`config.mk`:
```
export PLATFORM = sky130hd
export DESIGN_NAME = ntt_pipe_control_flat
export DESIGN_NICKNAME = d
export VERILOG_FILES = /design/src/rtl/ntt_pkg.sv /design/src/rtl/ntt_pipe_control_if.sv /design/src/rtl/ntt_addr_gen.sv /design/src/rtl/ntt_pipe_control.sv /design/src/flat_wrapper.sv
export SDC_FILE = /design/constraint.sdc
export NUM_CORES = 1
export LEC_CHECK = 0
export CELL_PAD_IN_SITES_DETAIL_PLACEMENT = 2
export CELL_PAD_IN_SITES_GLOBAL_PLACEMENT = 2
export CORE_MARGIN = 3
export CORE_UTILIZATION = 30
export CTS_CLUSTER_DIAMETER = 100
export DETAILED_ROUTE_END_ITERATION = 7
export PLACE_DENSITY = 0.84
export SLEW_MARGIN = 20
export SYNTH_ARGS = -nofsm -noshare
export SYNTH_HDL_FRONTEND = slang
export SYNTH_SLANG_ARGS = --single-unit
export TNS_END_PERCENT = 30
```
`constraint.sdc`:
```
create_clock -name clk -period 4.4 [get_ports clk]
set_input_delay 0.44 -clock clk [delete_from_list [all_inputs] [get_ports clk]]
set_output_delay 0.44 -clock clk [all_outputs]
set_load 0.02 [all_outputs]
```
`src/rtl/ntt_pkg.sv`:
```
// Shared types and default sizing for the NTT pipeline controller.
package ntt_pkg;

    typedef enum logic [1:0] {IDLE, ISSUE, DRAIN, DONE} ntt_ctrl_state_t;
    typedef enum logic {NTT_FWD, NTT_INV} ntt_mode_t;

    localparam int ADDR_W = 8;
    localparam int HALF_N = 1 << (ADDR_W - 1);

endpackage

```
`src/rtl/ntt_pipe_control_if.sv`:
```
// Controller-to-datapath bundle; the optional perf counters appear only when NTT_CTRL_PERF_EN is defined.
interface ntt_pipe_control_if #(
    parameter int LOG_N = 8
);
    logic             start;
    logic             inv;
    logic             clear;
    logic             busy;
    logic             done;
    logic [LOG_N-1:0] stage;
    logic             rd_en;
    logic [LOG_N-1:0] rd_addr_a;
    logic [LOG_N-1:0] rd_addr_b;
    logic [LOG_N-2:0] tw_addr;
    logic             bf_valid;
    logic             bf_inv;
    logic             wr_en;
    logic [LOG_N-1:0] wr_addr_a;
    logic [LOG_N-1:0] wr_addr_b;
`ifdef NTT_CTRL_PERF_EN
    logic [31:0]      cycle_cnt;
    logic [15:0]      run_cnt;
`endif

    modport master (
        input  start, inv, clear,
        output busy, done, stage, rd_en, rd_addr_a, rd_addr_b, tw_addr,
               bf_valid, bf_inv, wr_en, wr_addr_a, wr_addr_b
`ifdef NTT_CTRL_PERF_EN
        , output cycle_cnt, run_cnt
`endif
    );

    modport slave (
        output start, inv, clear,
        input  busy, done, stage, rd_en, rd_addr_a, rd_addr_b, tw_addr,
               bf_valid, bf_inv, wr_en, wr_addr_a, wr_addr_b
`ifdef NTT_CTRL_PERF_EN
        , input cycle_cnt, run_cnt
`endif
    );

endinterface

```
`src/rtl/ntt_addr_gen.sv`:
```
// Combinational butterfly/twiddle address generator, zero latency, no backpressure.
// log2(h) is stage for DIT and LOG_N-1-stage for DIF, so division/modulo reduce to shift and mask.
module ntt_addr_gen
    import ntt_pkg::*;
#(
    parameter int LOG_N = ADDR_W
) (
    input  logic [LOG_N-1:0] stage,
    input  logic [LOG_N-2:0] bf,
    input  ntt_mode_t        mode,
    output logic [LOG_N-1:0] addr_a,
    output logic [LOG_N-1:0] addr_b,
    output logic [LOG_N-2:0] tw_addr
);
    localparam int TW_W = LOG_N - 1;

    logic [LOG_N-1:0] sh;
    logic [LOG_N-1:0] bf_w;
    logic [LOG_N-1:0] lo;
    logic [LOG_N-1:0] hi;

    always_comb begin
        sh      = (mode == NTT_INV) ? LOG_N'(LOG_N - 1) - stage : stage;
        bf_w    = {1'b0, bf};
        lo      = bf_w & ((LOG_N'(1) << sh) - LOG_N'(1));
        hi      = (bf_w >> sh) << (sh + LOG_N'(1));
        addr_a  = hi | lo;
        addr_b  = addr_a + (LOG_N'(1) << sh);
        tw_addr = (mode == NTT_INV) ? TW_W'(lo << stage)
                                    : TW_W'(lo << (LOG_N'(LOG_N - 1) - stage));
    end

endmodule

```
`src/rtl/ntt_pipe_control.sv`:
```
// In-place radix-2 NTT/INTT sequencer: one butterfly/cycle, writes PIPE cycles after reads, PIPE-cycle drain per stage.
// No backpressure (clear aborts); NTT_CTRL_PERF_EN adds busy-cycle and run counters.
module ntt_pipe_control
    import ntt_pkg::*;
#(
    parameter int LOG_N      = ADDR_W,
    parameter int RD_LATENCY = 1,
    parameter int BF_LATENCY = 3
) (
    input  logic clk,
    input  logic rst,
    ntt_pipe_control_if.master bus
);
    localparam int PIPE = RD_LATENCY + BF_LATENCY;
    localparam int CW   = $clog2(PIPE + 1);

    ntt_ctrl_state_t  state, state_n;
    ntt_mode_t        mode, mode_n;
    logic [LOG_N-1:0] stage, stage_n;
    logic [LOG_N-2:0] bf, bf_n;
    logic [CW-1:0]    dcnt, dcnt_n;

    logic             rd_en;
    logic [LOG_N-1:0] gen_a, gen_b;
    logic [LOG_N-2:0] gen_tw;

    logic [PIPE-1:0]  dl_vld;
    logic [LOG_N-1:0] dl_a [PIPE];
    logic [LOG_N-1:0] dl_b [PIPE];

    ntt_addr_gen #(.LOG_N(LOG_N)) u_addr_gen (
        .stage   (stage),
        .bf      (bf),
        .mode    (mode),
        .addr_a  (gen_a),
        .addr_b  (gen_b),
        .tw_addr (gen_tw)
    );

    always_ff @(posedge clk or posedge rst) begin
        if (rst) begin
            state <= IDLE;
            mode  <= NTT_FWD;
            stage <= '0;
            bf    <= '0;
            dcnt  <= '0;
        end else begin
            state <= state_n;
            mode  <= mode_n;
            stage <= stage_n;
            bf    <= bf_n;
            dcnt  <= dcnt_n;
        end
    end

    always_comb begin
        state_n = state;
        mode_n  = mode;
        stage_n = stage;
        bf_n    = bf;
        dcnt_n  = dcnt;
        case (state)
            IDLE: begin
                if (bus.start) begin
                    state_n = ISSUE;
                    mode_n  = bus.inv ? NTT_INV : NTT_FWD;
                    stage_n = '0;
                    bf_n    = '0;
                    dcnt_n  = '0;
                end
            end
            ISSUE: begin
                bf_n = bf + 1'b1;
                if (&bf) begin
                    state_n = DRAIN;
                    dcnt_n  = '0;
                end
            end
            DRAIN: begin
                dcnt_n = dcnt + 1'b1;
                if (dcnt == CW'(PIPE - 1)) begin
                    if (stage == LOG_N'(LOG_N - 1)) begin
                        state_n = DONE;
                    end else begin
                        state_n = ISSUE;
                        stage_n = stage + 1'b1;
                        bf_n    = '0;
                    end
                end
            end
            DONE:    state_n = IDLE;
            default: state_n = IDLE;
        endcase
        // Abort beats everything, including a start in the same IDLE cycle.
        if (bus.clear) begin
            state_n = IDLE;
            stage_n = '0;
            bf_n    = '0;
            dcnt_n  = '0;
        end
    end

    assign rd_en = (state == ISSUE);

    // Addresses are gated so the read/write buses sit at zero while idle.
    always_ff @(posedge clk or posedge rst) begin
        if (rst) begin
            dl_vld <= '0;
            for (int i = 0; i < PIPE; i++) begin
                dl_a[i] <= '0;
                dl_b[i] <= '0;
            end
        end else begin
            dl_vld  <= bus.clear ? '0 : {dl_vld[PIPE-2:0], rd_en};
            dl_a[0] <= rd_en ? gen_a : '0;
            dl_b[0] <= rd_en ? gen_b : '0;
            for (int i = 1; i < PIPE; i++) begin
                dl_a[i] <= dl_a[i-1];
                dl_b[i] <= dl_b[i-1];
            end
        end
    end

    assign bus.busy      = (state == ISSUE) || (state == DRAIN);
    assign bus.done      = (state == DONE);
    assign bus.stage     = stage;
    assign bus.rd_en     = rd_en;
    assign bus.rd_addr_a = rd_en ? gen_a : '0;
    assign bus.rd_addr_b = rd_en ? gen_b : '0;
    assign bus.tw_addr   = rd_en ? gen_tw : '0;
    assign bus.bf_valid  = dl_vld[RD_LATENCY-1];
    assign bus.bf_inv    = dl_vld[RD_LATENCY-1] & (mode == NTT_INV);
    assign bus.wr_en     = dl_vld[PIPE-1];
    assign bus.wr_addr_a = dl_a[PIPE-1];
    assign bus.wr_addr_b = dl_b[PIPE-1];

`ifdef NTT_CTRL_PERF_EN
    logic [31:0] cycle_cnt;
    logic [15:0] run_cnt;

    always_ff @(posedge clk or posedge rst) begin
        if (rst) begin
            cycle_cnt <= '0;
            run_cnt   <= '0;
        end else begin
            if (state == IDLE && bus.start && !bus.clear) begin
                cycle_cnt <= '0;
            end else if (bus.busy && !(&cycle_cnt)) begin
                cycle_cnt <= cycle_cnt + 32'd1;
            end
            if (state == DONE) begin
                run_cnt <= run_cnt + 16'd1;
            end
        end
    end

    assign bus.cycle_cnt = cycle_cnt;
    assign bus.run_cnt   = run_cnt;
`endif

endmodule

```
`src/flat_wrapper.sv`:
```
// flat-port wrapper written by rule: the top's interface ports become plain ports
module ntt_pipe_control_flat import ntt_pkg::*;
#(
    parameter int LOG_N      = ADDR_W,
    parameter int RD_LATENCY = 1,
    parameter int BF_LATENCY = 3
)
  (clk, rst, bus_start, bus_inv, bus_clear, bus_busy, bus_done, bus_stage, bus_rd_en, bus_rd_addr_a, bus_rd_addr_b, bus_tw_addr, bus_bf_valid, bus_bf_inv, bus_wr_en, bus_wr_addr_a, bus_wr_addr_b);
  ntt_pipe_control_if #(.LOG_N(LOG_N)) bus_i ();
  input  logic clk;
  input  logic rst;
  input wire logic [$bits(bus_i.start)-1:0] bus_start;
  input wire logic [$bits(bus_i.inv)-1:0] bus_inv;
  input wire logic [$bits(bus_i.clear)-1:0] bus_clear;
  output wire logic [$bits(bus_i.busy)-1:0] bus_busy;
  output wire logic [$bits(bus_i.done)-1:0] bus_done;
  output wire logic [$bits(bus_i.stage)-1:0] bus_stage;
  output wire logic [$bits(bus_i.rd_en)-1:0] bus_rd_en;
  output wire logic [$bits(bus_i.rd_addr_a)-1:0] bus_rd_addr_a;
  output wire logic [$bits(bus_i.rd_addr_b)-1:0] bus_rd_addr_b;
  output wire logic [$bits(bus_i.tw_addr)-1:0] bus_tw_addr;
  output wire logic [$bits(bus_i.bf_valid)-1:0] bus_bf_valid;
  output wire logic [$bits(bus_i.bf_inv)-1:0] bus_bf_inv;
  output wire logic [$bits(bus_i.wr_en)-1:0] bus_wr_en;
  output wire logic [$bits(bus_i.wr_addr_a)-1:0] bus_wr_addr_a;
  output wire logic [$bits(bus_i.wr_addr_b)-1:0] bus_wr_addr_b;
  assign bus_i.start = bus_start;
  assign bus_i.inv = bus_inv;
  assign bus_i.clear = bus_clear;
  assign bus_busy = bus_i.busy;
  assign bus_done = bus_i.done;
  assign bus_stage = bus_i.stage;
  assign bus_rd_en = bus_i.rd_en;
  assign bus_rd_addr_a = bus_i.rd_addr_a;
  assign bus_rd_addr_b = bus_i.rd_addr_b;
  assign bus_tw_addr = bus_i.tw_addr;
  assign bus_bf_valid = bus_i.bf_valid;
  assign bus_bf_inv = bus_i.bf_inv;
  assign bus_wr_en = bus_i.wr_en;
  assign bus_wr_addr_a = bus_i.wr_addr_a;
  assign bus_wr_addr_b = bus_i.wr_addr_b;
  ntt_pipe_control #(.LOG_N(LOG_N), .RD_LATENCY(RD_LATENCY), .BF_LATENCY(BF_LATENCY)) u_core (.clk(clk), .rst(rst), .bus(bus_i));
endmodule
```
# [After elaboration in Yosys (flattened, before gate mapping)]
# Index checks and enable logic that the tools add are counted.
[op_classes] mux=27 shift=5 bitwise_logic=3 eq_ne=9 reduce_logical=10 addsub=7
[ops] operator="$mux 8" n=7
[ops] operator="$mux 7" n=6
[ops] operator="$pmux 7 s3" n=1
[ops] operator="$add 8x1->8 const B" n=2
[ops] operator="$pmux 8 s2" n=1
[ops] operator="$shl 8x8->7" n=2
[ops] operator="$mux 2" n=5
[ops] operator="$mux 3" n=3
[ops] operator="$ne 3x3->1 const B" n=3
[ops] operator="$pmux 3 s3" n=1
[ops] operator="$add 8x8->8" n=1
[ops] operator="$and 7x8->8" n=1
[ops] operator="$eq 8x3->1 const B" n=1
[ops] operator="$or 8x8->8" n=1
[ops] operator="$pmux 2 s4" n=1
[ops] operator="$reduce_and 4->1" n=2
[ops] operator="$shl 1x8->8 const A" n=1
[ops] operator="$shl 8x8->8" n=1
[ops] operator="$shr 7x8->8" n=1
[ops] operator="$sub 3x8->8 const A" n=1
[ops] operator="$sub 8x1->8 const B" n=1
[ops] operator="$add 7x1->7 const B" n=1
[ops] operator="$reduce_and 7->1" n=1
[ops] operator="$reduce_and 3->1" n=2
[ops] operator="other kinds (13)" n=14
[totals] in_bits=5 reg_bits=89 wordCells=75

# [Longest topological paths before layout]
[depth] ltp_word=8 mapped_depth=22 ltp_nobuf=20

# [Hierarchy]
# A second synthesis with hierarchy kept.
[hier_totals] cells_unflattened=515 hier_area_um2=5122.4
[by_module_without_submodules] module="ntt_pipe_control" cells_per_inst=261 area_per_inst_um2=3403.3 n_inst=1
[by_module_without_submodules] module="ntt_addr_gen" cells_per_inst=254 area_per_inst_um2=1719.1 n_inst=1

# [Worst setup path before layout]
# Ideal clock, no wire load.
[synth_timing] path_kind="reg2out" from="register u_core.stage[3], in the netlist u_core.bus.stage[3]" to="output bus_rd_addr_b[7]" stages_incl_launch_ff=19 required_ps=3960 n_path_buf=2 setup_slack_ps=-591 t_arrival_ps=4551 cell_sequence="dfrtp_1 > clkbuf_1 > inv_1 > ha_1 > a211o_1 > clkbuf_1 > nor3_2 > nand2_1 > ha_1 > or4_1 > a31oi_1 > a311o_1 > ha_1 > nand2_1 > a2bb2oi_1 > a21oi_1 > xor2_1 > or3_1 > a21oi_1"
[synth_between] elab_chain_cells=8 word_cells_on_any_way=11 classes_between="add/sub: 4; shift: 3; mux: 2; bitwise: 2"
[synth_lines] item="start: declaration" line_no="ntt_pipe_control.sv:19" text="logic [LOG_N-1:0] stage, stage_n;"
[synth_lines] item="start signal: assignment" line_no="ntt_pipe_control.sv:50" text="stage <= stage_n;"
[synth_lines] item="$sub 3x8->8" line_no="ntt_addr_gen.sv:23" text="sh = (mode == NTT_INV) ? LOG_N'(LOG_N - 1) - stage : stage;"
[synth_lines] item="$mux 8 *" line_no="ntt_addr_gen.sv:23"
[synth_lines] item="branches (longest 4 deep; another with $add 8x1->8)"
[synth_lines] item="$add 8x8->8 *" line_no="ntt_addr_gen.sv:28" text="addr_b = addr_a + (LOG_N'(1) << sh);"
[synth_lines] item="$mux 8 *" line_no="ntt_pipe_control.sv:129" text="assign bus.rd_addr_b = rd_en ? gen_b : '0;"
[synth_lines] item="end: declaration" line_no="flat_wrapper.sv:20" text="output wire logic [$bits(bus_i.rd_addr_b)-1:0] bus_rd_addr_b;"
# Every way passes the cells marked *.

# [Final worst setup path]
[layout_timing] from="register u_core.mode" to="output bus_rd_addr_b[7]"
[layout_between] elab_chain_cells=7 word_cells_on_any_way=10 classes_between="add/sub: 3; shift: 3; mux: 2; bitwise: 2"
[layout_lines] item="start: declaration" line_no="ntt_pipe_control.sv:18" text="ntt_mode_t mode, mode_n;"
[layout_lines] item="start signal: assignment" line_no="ntt_pipe_control.sv:49" text="mode <= mode_n;"
[layout_lines] item="$mux 8 *" line_no="ntt_addr_gen.sv:23"
[layout_lines] item="branches (longest 4 deep; another with $add 8x1->8)"
[layout_lines] item="$add 8x8->8 *" line_no="ntt_addr_gen.sv:28"
[layout_lines] item="$mux 8 *" line_no="ntt_pipe_control.sv:129"
# Marks and branches as above.

==> reports/qor.csv <==
metric;value;unit
status;complete, but fails checks;
failing checks;setup timing;
Routability Congestion;0.876;
1st-pass router iterations;5;
R2R setup slack;-0.21;ns
post-synth top area share;43.2;%
Worst R2R Path Depth;18;
final wirelength;29600;µm
Syn Area/Cell;9.23;µm²
post-DP HPWL;15600;µm
DR iter-0 viols;534;
crit path from;u_core.mode;
DRC viols;0;
H-tree depth;3;
vias in the first global route;6024;
CP Cell Sequence;nor4_2 > a21oi_4 > a21boi_4 > nor3_4 > o21ai_2 > ha_4 > or4_1 > a31oi_1 > a311o_1 > ha_4 > nand2_4 > a2bb2oi_4 > a21oi_2 > xor2_2 > or3_4 > a21oi_4 > buf_6;
VDD IR-drop max;0.000287;V
Syn Inst Count;558;
Critical Path RT;3.96;ns
clk buf depth;2;
initial antenna violation count;0;
leakage power;3.49;nW
vias per std cell;5.94;
max-slew violation count;0;
crit path kind;reg2out;
Layout Skew;0.0168;ns
FMAX;0.190;GHz
Synth cell types;68;
total CTS buffers;9;
die height;137;µm
Finished Layout Cells;944;
CTS tree;done;
number of synthesized flops with an enable pin;0;
CP top delay family;simple AND/OR/NAND/NOR gates;
total core area;16700;µm²
Slew @ Worst Pin;0.999;ns
DIE WIDTH;137;µm
number of port buffers;57;
final setup margin;-0.869;ns
Tightest Hold Check Type;reg2reg;
Synth area leaders;dfrtp_1, ha_1, o21ai_0, nand2_1, buf_4;
Max FO, Critical Path;7;
Worst-path clk slew;0.07;ns
relative slew slack;33.3;%
I/O pins;58;
Die ar.;18800;µm²
ys async rst share;100;%
RSZ-0062 raised after global routing;true;
final setup TNS;-3.50;ns
largest net degree at the start of global routing;54;
Clk Latency, worst-skew pair;0.38;ns
Top FF cell, synth;dfrtp_1;
Synth Net Count;583;
final hold violations;0;
Site Rows;47;
max incr delay on CP;0.59;ns
initial core utilization;30.8;%
Yosys top cell by area;dfrtp_1;
fin nets;744;
critical path startpoint category;register;
Finished Core Util;44.9;%
Crit-path slowest cell;nor4_2;
Critical Path AT;4.83;ns
Critical R2R Capture;u_core.dl_b[31];
number of buffers and inverters on the critical path;1;
Final period util;120;%
final worst path period need;5.27;ns
Max Cap Viol;0;
Inserted Diodes;0;
vias post-DR;5606;
Root Buffer;clkbuf_16;
GRT overflow;0;
RR Startpoint;u_core.mode;
clk sinks;89;
Critical Path End;bus_rd_addr_b[7];
dpl cells;902;
Overall Power;5.54;mW
Final Hold Slack;0.353;ns
Routed Antenna Nets;0;
area delta synth->final;45.5;%
first-pass GRT wire length;39100;µm
Netlist Area Pre-Place;5150;µm²
layout cells sized above 1;33.7;%
Final setup violation count;10;
sequential share of the synthesized area;43.2;%
Hold Crit Start;u_core.dl_b[9];
Routed WL per cell;31.4;µm
post-synthesis register bit count;89;
critical path depth;17;
All-Layer GR Usage;28.0;%
Critical Path Sink Type;primary output;
Cell Pwr Density;740;nW/µm²
Ys Warns;0;
==> cell type report <==
class                           count  area [µm²]
Fill cell                        1749        9210
Multi-Input combinational cell    392        2880
Sequential cell                    89        2230
Timing Repair Buffer              206        1720
Tap cell                          220         275
Clock buffer                        9         225
Inverter                           21        87.6
Clock inverter                      7        70.1
==> sequential cells by signal, indices dropped and copies added, names as in the netlist <==
register / count
u_core.bus.wr_addr_a: 8
u_core.bf: 7
u_core.state: 2
u_core.bus.wr_addr_b: 8
u_core.dl_b: 24
u_core.mode: 1
u_core.bus.stage: 8
u_core.dcnt: 3
u_core.dl_vld: 4
u_core.dl_a: 24
==> per-layer routing <==
metal / GRT usage, % / wire length (µm) / vias up
met4: 14.5 / 1910 / 0
met1: 31.5 / 11000 / 2925
met3: 3.90 / 1640 / 118
met2: 51.1 / 15100 / 274
met5: 0 / 0 / -
li1: - / - / 2289
==> power by group <==
group / internal [mW] / switching (mW) / leakage (nW)
logic: 1.51 / 2.11 / 2.12
registers: 0.992 / 0.111 / 1.22
clock network: 0.400 / 0.425 / 0.141
total: 2.90 / 2.64 / 3.49
==> repair_timing <==
item | in CTS | in global routing
buffers inserted | 11 | 15
pin swaps | 18 | 23
endpoints found under the setup margin | 13 | 15
endpoints found under the hold margin | 0 | 0
hold buffers | 0 | 0
gates resized for setup | 66 | 41
==> worst reg2reg max path, cell delays in order (launching register included) <==
cell	delay, ns
dfrtp_2	0.48
nor4_2	0.59
a21oi_4	0.07
a21boi_4	0.18
nor3_4	0.36
o21ai_2	0.15
ha_4	0.23
or4_1	0.49
a31oi_1	0.26
a311o_1	0.24
ha_4	0.25
nand2_4	0.08
a2bb2oi_4	0.17
a21oi_2	0.09
xor2_2	0.17
or3_4	0.36
a21oi_4	0.16
buf_4	0.14
buf_4	0.10
==> synthesized netlist by cell type (6+ instances only) <==
cell and count:
nand2b_1 12, a31oi_1 8, nor2b_1 18, nor2_1 39, dfrtp_1 89, o21a_1 6, a21oi_1 28, and3_1 9
a21o_1 6, buf_2 10, o211ai_1 7, nand2_1 45, inv_1 21, mux2i_1 10, and2_1 8, nand3_1 17
nor3_1 12, buf_4 20, ha_1 19, o21ai_0 42, o31ai_1 12, clkbuf_1 23
==> stage by stage <==
stage | setup WS, ns | cell area, µm²
floorplan | 0.00966 | 5250
global placement | -0.498 | 6700
detailed placement | -0.807 | 6700
CTS | -0.529 | 7260
global route | -0.923 | 7490
finish | -0.869 | 7490
==> cell families (layout without fill, tap and decap cells) <==
kind of cell               count (synthesis)  in the layout  share of synthesized area [%]
muxes                                     13             13                           2.60
and+or+nand+nor                          195            195                           19.7
AOI/OAI and AO/OA                        153            153                           19.9
xor gates and xnor gates                  11             11                           2.02
DFF                                       89             89                           43.2
buffers and inverters                     77            243                           7.60
adders and majority gates                 20             20                           5.00
==> worst min-delay path by stage <==
stage | endpoint | slack [ns] | cells after the start
after global placement | u_core.dl_b[22] | 0.33 | 0
after CTS | u_core.dl_b[20] | 0.35 | 0
after detailed placement | u_core.dl_b[20] | 0.34 | 0
after floorplan | u_core.bus.wr_addr_a[0] | 0.33 | 0
after global routing | u_core.dl_a[12] | 0.36 | 0
final | u_core.bus.wr_addr_b[1] | 0.35 | 0
==> cell usage in the layout (no fill, tap or decap), drive strengths merged, types with 6 or more instances in the layout <==
cell and instances:
clkdlybuf4s50 45, inv 22, mux2i 10, o21ai 44
a31oi 8, buf 153, and2 8, a21oi 28
nand3 17, nor2b 18, nand2b 12, a21o 6
o31ai 12, o211ai 7, and3 9, nor2 39
xnor2 6, nor3 13, dfrtp 89, nand2 45
ha 19, clkbuf 12, o21a 6
Power figures use the tool's default switching activity.
